$ cat src/rtl/tt_um_hoene_line_decoder_if.sv
// Line-decoder bus: raw single-wire input plus the decoded bit/strobe/frame outputs.
interface tt_um_hoene_line_decoder_if;
    logic       din;
    logic       out_data;
    logic       out_clk;
    logic       out_frame;
    logic [4:0] bit_counter;
    logic       error;

    modport master (
        output din,
        input  out_data, out_clk, out_frame, bit_counter, error
    );

    modport slave (
        input  din,
        output out_data, out_clk, out_frame, bit_counter, error
    );
endinterface

$ cat src/rtl/tt_um_hoene_line_decoder.sv
// Pulse-width line decoder: synchronizes din, measures high time, emits one strobe per bit.
// Optional macro LINE_DECODER_GLITCH_FILTER_EN adds a 2-cycle stability filter on the line.
//
// state  | meaning
// S_IDLE | no frame; waiting for a rising edge on an armed line
// S_HIGH | measuring the high time of the current bit
// S_LOW  | measuring the gap after a bit; long gap ends the frame
module tt_um_hoene_line_decoder #(
    parameter int CNT_W         = 8,
    parameter int THRESHOLD     = 24,
    parameter int IDLE_TIMEOUT  = 200,
    parameter int STUCK_TIMEOUT = 128,
    parameter int SYNC_STAGES   = 2
) (
    input  logic                        clk,
    input  logic                        rst,
    tt_um_hoene_line_decoder_if.slave   bus
);

    localparam logic [CNT_W-1:0] L_THRESH = CNT_W'(THRESHOLD);
    localparam logic [CNT_W-1:0] L_IDLE   = CNT_W'(IDLE_TIMEOUT);
    localparam logic [CNT_W-1:0] L_STUCK  = CNT_W'(STUCK_TIMEOUT);

    typedef enum logic [1:0] {
        S_IDLE,
        S_HIGH,
        S_LOW
    } state_t;

    state_t                 r_state;
    logic [SYNC_STAGES-1:0] r_sync;
    logic [SYNC_STAGES-1:0] r_sync_vld;
    logic                   r_armed;
    logic                   r_prev_s;
    logic [CNT_W-1:0]       r_cnt;
    logic                   r_out_data;
    logic                   r_out_clk;
    logic                   r_out_frame;
    logic [4:0]             r_bit_counter;
    logic                   r_error;

    logic                   w_din_sync;
    logic                   w_line_s;
    logic                   w_rise;
    logic                   w_fall;
    logic [CNT_W-1:0]       w_cnt_inc;

    assign w_din_sync = r_sync[SYNC_STAGES-1];

    // r_armed only sets once the synchronizer holds real samples showing a low line,
    // so a line that is already high out of reset cannot fake a rising edge.
    always_ff @(posedge clk) begin
        if (rst) begin
            r_sync     <= '0;
            r_sync_vld <= '0;
            r_armed    <= 1'b0;
        end else begin
            r_sync     <= {r_sync[SYNC_STAGES-2:0], bus.din};
            r_sync_vld <= {r_sync_vld[SYNC_STAGES-2:0], 1'b1};
            if (r_sync_vld[SYNC_STAGES-1] && !w_din_sync) begin
                r_armed <= 1'b1;
            end
        end
    end

`ifdef LINE_DECODER_GLITCH_FILTER_EN
    logic r_filt_prev;
    logic r_line_s;

    always_ff @(posedge clk) begin
        if (rst) begin
            r_filt_prev <= 1'b0;
            r_line_s    <= 1'b0;
        end else begin
            r_filt_prev <= w_din_sync;
            if (w_din_sync == r_filt_prev) begin
                r_line_s <= w_din_sync;
            end
        end
    end

    assign w_line_s = r_line_s;
`else
    assign w_line_s = w_din_sync;
`endif

    always_ff @(posedge clk) begin
        if (rst) begin
            r_prev_s <= 1'b0;
        end else begin
            r_prev_s <= w_line_s;
        end
    end

    assign w_rise    = w_line_s & ~r_prev_s;
    assign w_fall    = ~w_line_s & r_prev_s;
    assign w_cnt_inc = (&r_cnt) ? r_cnt : r_cnt + 1'b1;

    always_ff @(posedge clk) begin
        if (rst) begin
            r_state       <= S_IDLE;
            r_cnt         <= '0;
            r_out_data    <= 1'b0;
            r_out_clk     <= 1'b0;
            r_out_frame   <= 1'b0;
            r_bit_counter <= 5'd0;
            r_error       <= 1'b0;
        end else begin
            r_out_clk <= 1'b0;
            r_error   <= 1'b0;
            // Index advances the cycle after its strobe; frame-end branches below override it.
            if (r_out_clk) begin
                r_bit_counter <= r_bit_counter + 5'd1;
            end
            case (r_state)
                S_IDLE: begin
                    if (w_rise && r_armed) begin
                        r_state     <= S_HIGH;
                        r_cnt       <= {{(CNT_W-1){1'b0}}, 1'b1};
                        r_out_frame <= 1'b1;
                    end
                end
                S_HIGH: begin
                    if (w_fall) begin
                        r_out_data <= (r_cnt >= L_THRESH);
                        r_out_clk  <= 1'b1;
                        r_state    <= S_LOW;
                        r_cnt      <= {{(CNT_W-1){1'b0}}, 1'b1};
                    end else if (w_cnt_inc >= L_STUCK) begin
                        r_error       <= 1'b1;
                        r_out_frame   <= 1'b0;
                        r_bit_counter <= 5'd0;
                        r_state       <= S_IDLE;
                        r_cnt         <= '0;
                    end else begin
                        r_cnt <= w_cnt_inc;
                    end
                end
                S_LOW: begin
                    // A rise in the timeout cycle keeps the frame alive.
                    if (w_rise) begin
                        r_state <= S_HIGH;
                        r_cnt   <= {{(CNT_W-1){1'b0}}, 1'b1};
                    end else if (w_cnt_inc >= L_IDLE) begin
                        r_out_frame   <= 1'b0;
                        r_bit_counter <= 5'd0;
                        r_state       <= S_IDLE;
                        r_cnt         <= '0;
                    end else begin
                        r_cnt <= w_cnt_inc;
                    end
                end
                default: begin
                    r_state <= S_IDLE;
                    r_cnt   <= '0;
                end
            endcase
        end
    end

    assign bus.out_data    = r_out_data;
    assign bus.out_clk     = r_out_clk;
    assign bus.out_frame   = r_out_frame;
    assign bus.bit_counter = r_bit_counter;
    assign bus.error       = r_error;

endmodule

$ cat src/flat_wrapper.sv
// flat-port wrapper written by rule: the top's interface ports become plain ports
module tt_um_hoene_line_decoder_flat 
#(
    parameter int CNT_W         = 8,
    parameter int THRESHOLD     = 24,
    parameter int IDLE_TIMEOUT  = 200,
    parameter int STUCK_TIMEOUT = 128,
    parameter int SYNC_STAGES   = 2
)
  (clk, rst, bus_din, bus_out_data, bus_out_clk, bus_out_frame, bus_bit_counter, bus_error);
  tt_um_hoene_line_decoder_if bus_i ();
  input  logic clk;
  input  logic rst;
  input wire logic [$bits(bus_i.din)-1:0] bus_din;
  output wire logic [$bits(bus_i.out_data)-1:0] bus_out_data;
  output wire logic [$bits(bus_i.out_clk)-1:0] bus_out_clk;
  output wire logic [$bits(bus_i.out_frame)-1:0] bus_out_frame;
  output wire logic [$bits(bus_i.bit_counter)-1:0] bus_bit_counter;
  output wire logic [$bits(bus_i.error)-1:0] bus_error;
  assign bus_i.din = bus_din;
  assign bus_out_data = bus_i.out_data;
  assign bus_out_clk = bus_i.out_clk;
  assign bus_out_frame = bus_i.out_frame;
  assign bus_bit_counter = bus_i.bit_counter;
  assign bus_error = bus_i.error;
  tt_um_hoene_line_decoder #(.CNT_W(CNT_W), .THRESHOLD(THRESHOLD), .IDLE_TIMEOUT(IDLE_TIMEOUT), .STUCK_TIMEOUT(STUCK_TIMEOUT), .SYNC_STAGES(SYNC_STAGES)) u_core (.clk(clk), .rst(rst), .bus(bus_i));
endmodule
$ cat config.mk
export PLATFORM = sky130hd
export DESIGN_NAME = tt_um_hoene_line_decoder_flat
export DESIGN_NICKNAME = d
export VERILOG_FILES = /design/src/rtl/tt_um_hoene_line_decoder_if.sv /design/src/rtl/tt_um_hoene_line_decoder.sv /design/src/flat_wrapper.sv
export SDC_FILE = /design/constraint.sdc
export NUM_CORES = 1
export LEC_CHECK = 0
export ABC_AREA = 1
export BUFFER_PORTS_ARGS = -buffer_cell sky130_fd_sc_hd__clkbuf_2
export CAP_MARGIN = 25
export CORE_MARGIN = 8
export CORE_UTILIZATION = 25
export CTS_BUF_LIST = sky130_fd_sc_hd__clkbuf_16
export CTS_CLUSTER_DIAMETER = 60
export DETAILED_ROUTE_END_ITERATION = 6
export MAX_ROUTING_LAYER = met4
export PLACE_DENSITY = 0.44
export SLEW_MARGIN = 40
export SYNTH_ARGS = -nofsm -noshare
export SYNTH_HDL_FRONTEND = slang
export SYNTH_SLANG_ARGS = --single-unit
$ cat constraint.sdc
create_clock -name clk -period 2.3 [get_ports clk]
set_input_delay 0.46 -clock clk [delete_from_list [all_inputs] [get_ports clk]]
set_output_delay 0.46 -clock clk [all_outputs]
set_load 0.005 [all_outputs]
==> flow_summary.ini <==
[power]
switching_share_pct = 26.7
switching_power_w = 0.000265
p_leak_nw = 0.731
ir_drop_mv = 0.254
powerDensity_nw_per_um2 = 602
seqPwrFrac_pct = 46.5
clock_power_share_pct = 39.0
combPwrFrac_pct = 14.5
intPower_w = 0.000729

[logic_synthesis]
synthCells = 192
avgSynthCellArea_um2 = 7.47
ys_warn_count = 0
yosysSeqAreaShare_pct = 34.9
syn_area_um2 = 1440
syn_nets = 203
synth-seq-cells = 25
synth_cell_types = 32

[finish]
nFillCells = 611
area_growth_pct = 15.1
nets = 217
stdcell_count = 277
final_common_cell = nand2_1
drive_gt1_share_pct = 20.0
layout_common_cells = nand2_1 (43), inv_1 (32), dfxtp_1 (25), nor2_1 (19)
num_antenna_cells = 0

[global_route]
antenna_found_initial = 0
grt_max_degree = 18
gr-total-overflow = 0
grt_pass1_vias = 1162
grt_first_pass_wirelength_um = 5130
gr-usage-all-layers_pct = 7.57

[critical_path]
cp.arrival_ps = 2030
critPathLaunchType = flop
r2r-end = u_core.bus.bit_counter[0]$_SDFF_PP0_
r2r-start = u_core.r_cnt[0]$_SDFFE_PP0P_
crit_required_ps = 2450
ff2ff_path_depth = 10
timing.reg2reg.setup_slack_ps = 420
end_kind = flop
crit_fanout = 7
setup.worst_path.class = reg2reg

[clocking]
cts_buffer_depth = 2
numCtsBuffers = 3
cts_root_buffer = clkbuf_16
htreeDepth = 1
postCtsSetupRepairBufs = 0
postCtsHoldBufs = 0
clkLatencyLatePin_ps = 260
clk_pin_slew_ps = 60
clock_sinks = 25
cts_resized = 0
cts_tree = built

[timing]
fin_skew_ps = 2.13
finalCritPeriodShare_pct = 81.8
slew_headroom_pct = 80.3
tns_ps = 0
setup_viol = 0
min_period_ps = 1880
timing.fmax_mhz = 532
drv_slew = 0
worst_pin_slew_ps = 294
hold_violations = 0
rsz0062_at_grt = false

[route]
dr.pass1.iters = 4
postRouteAntennaNets = 0
drt-wirelength-per-cell_um = 10.8
drtIter0Drc = 44
vias = 1174
vias_per_cell = 4.24
remaining_drc_errors = 0
wirelength_um = 2990

[hold_path]
hold_path_startpoint = bus_din
hold_path_end = u_core.r_sync[0]$_SDFF_PP0_
hold_path_depth = 3
worstHoldPathType = in2reg

[place]
hpwl_um = 2280
dp_cells = 273
portBuffers = 11
gp_congestion = 0.783

[floorplan]
num_rows = 27
dieArea_um2 = 8420
die_w_um = 91.8
die_h_um = 91.8
coreArea_um2 = 5540
io_pins = 12
initial_core_util_pct = 25.9

[status]
outcome = finished, final reports clean

[job]
cap_violations = 0
[power groups by stage]
stage | clock (W) | sequential, W | combinational (W)
after CTS | 0.000406 | 0.000462 | 0.000146
final | 0.000388 | 0.000462 | 0.000144
after global placement | 0 | 0.000471 | 0.000150
after global routing | 0.000423 | 0.000464 | 0.000160
after detailed placement | 0 | 0.000472 | 0.000146
after floorplan | 0 | 0.000469 | 0.000110
[registers in the layout (all words and copies together) (netlist names), 2 cells and up]
name,cells
u_core.bus.bit_counter,5
u_core.r_cnt,8
u_core.r_state,2
u_core.r_sync,2
u_core.r_sync_vld,2
[worst max-delay path by stage]
stage	start	endpoint	slack [ps]	depth (start not counted)
after floorplan	u_core.r_cnt[0]$_SDFFE_PP0P_	u_core.bus.bit_counter[1]$_SDFF_PP0_	670	10
after global placement	u_core.r_cnt[0]$_SDFFE_PP0P_	u_core.bus.bit_counter[4]$_SDFF_PP0_	480	10
after detailed placement	u_core.r_cnt[0]$_SDFFE_PP0P_	u_core.bus.bit_counter[1]$_SDFF_PP0_	430	10
after CTS	u_core.r_cnt[0]$_SDFFE_PP0P_	u_core.bus.bit_counter[4]$_SDFF_PP0_	430	10
after global routing	u_core.r_cnt[0]$_SDFFE_PP0P_	u_core.bus.bit_counter[1]$_SDFF_PP0_	190	10
final	u_core.r_cnt[0]$_SDFFE_PP0P_	u_core.bus.bit_counter[0]$_SDFF_PP0_	420	10
[logic make-up (layout without fill, tap and decap cells)]
family	Yosys count	after routing	share of synthesized area (%)
compound gates	24	24	10.6
xor+xnor	2	2	1.22
fa+ha+maj	8	8	6.97
buf+inv	37	50	10.0
flops	25	25	34.9
mux	1	1	0.697
simple gates	95	95	35.6
[layout make-up]
| class | instances | area, um^2 | share of cell area, % |
|---|---|---|---|
| Sequential cell | 25 | 500 | 30.3 |
| Clock inverter | 1 | 3.75 | 0.227 |
| Timing Repair Buffer | 12 | 62.6 | 3.79 |
| Clock buffer | 3 | 75.1 | 4.55 |
| Tap cell | 72 | 90.1 | 5.45 |
| Inverter | 34 | 129 | 7.80 |
| Multi-Input combinational cell | 130 | 791 | 47.9 |
[metal layers]
layer	GRT usage, %	up-vias	part of all wire (%)
met4	1.61	0	0.77
met5	-	-	0
met1	8.73	520	51
met3	2.12	2	3.3
met2	12.8	18	45
li1	-	634	-
[cells in the mapped netlist, drive strengths merged]
cell    number  share of area, %
xor2         1              0.61
clkbuf       2              0.52
inv         32               8.4
nor3         2              0.70
o21a         1              0.52
nand2       50                15
clkinv       2              0.61
ha           8               7.0
o211ai       3               1.6
dfxtp       25                35
nand4        7               3.9
a21oi       15               6.3
o21ai        3               1.3
nand3       12               6.5
mux2i        1              0.70
nand3b       2               2.2
buf          1              0.52
nor2        22               7.3
o21bai       1              0.52
a31oi        1              0.44
xnor2        1              0.61
[through the flow]
| stage | util (%) | total power (W) | worst slack, ps | hold slack (ps) | instance area [um^2] |
|---|---|---|---|---|---|
| 2_1_floorplan | - | 0.000579 | 671 | 388 | 1440 |
| 3_3_place_gp | 28.4 | 0.000621 | 485 | 392 | 1570 |
| 3_5_place_dp | 28.4 | 0.000617 | 431 | 394 | 1570 |
| 4_1_cts | 29.8 | 0.00101 | 430 | 393 | 1650 |
| 5_1_grt | 29.8 | 0.00105 | 193 | 415 | 1650 |
| 6_report | 29.8 | 0.000994 | 419 | 392 | 1650 |
[critical path, stage by stage (launching register included)]
cell and delay [ps]:
dfxtp_1 420, ha_1 290, nand2_1 70, inv_1 100, nand3_2 170, nand4_1 190, nand2_4 80, nand2_2 90
nand4_2 170, o211ai_1 140, inv_1 50
Note: power is estimated with default switching activity, not from simulation.
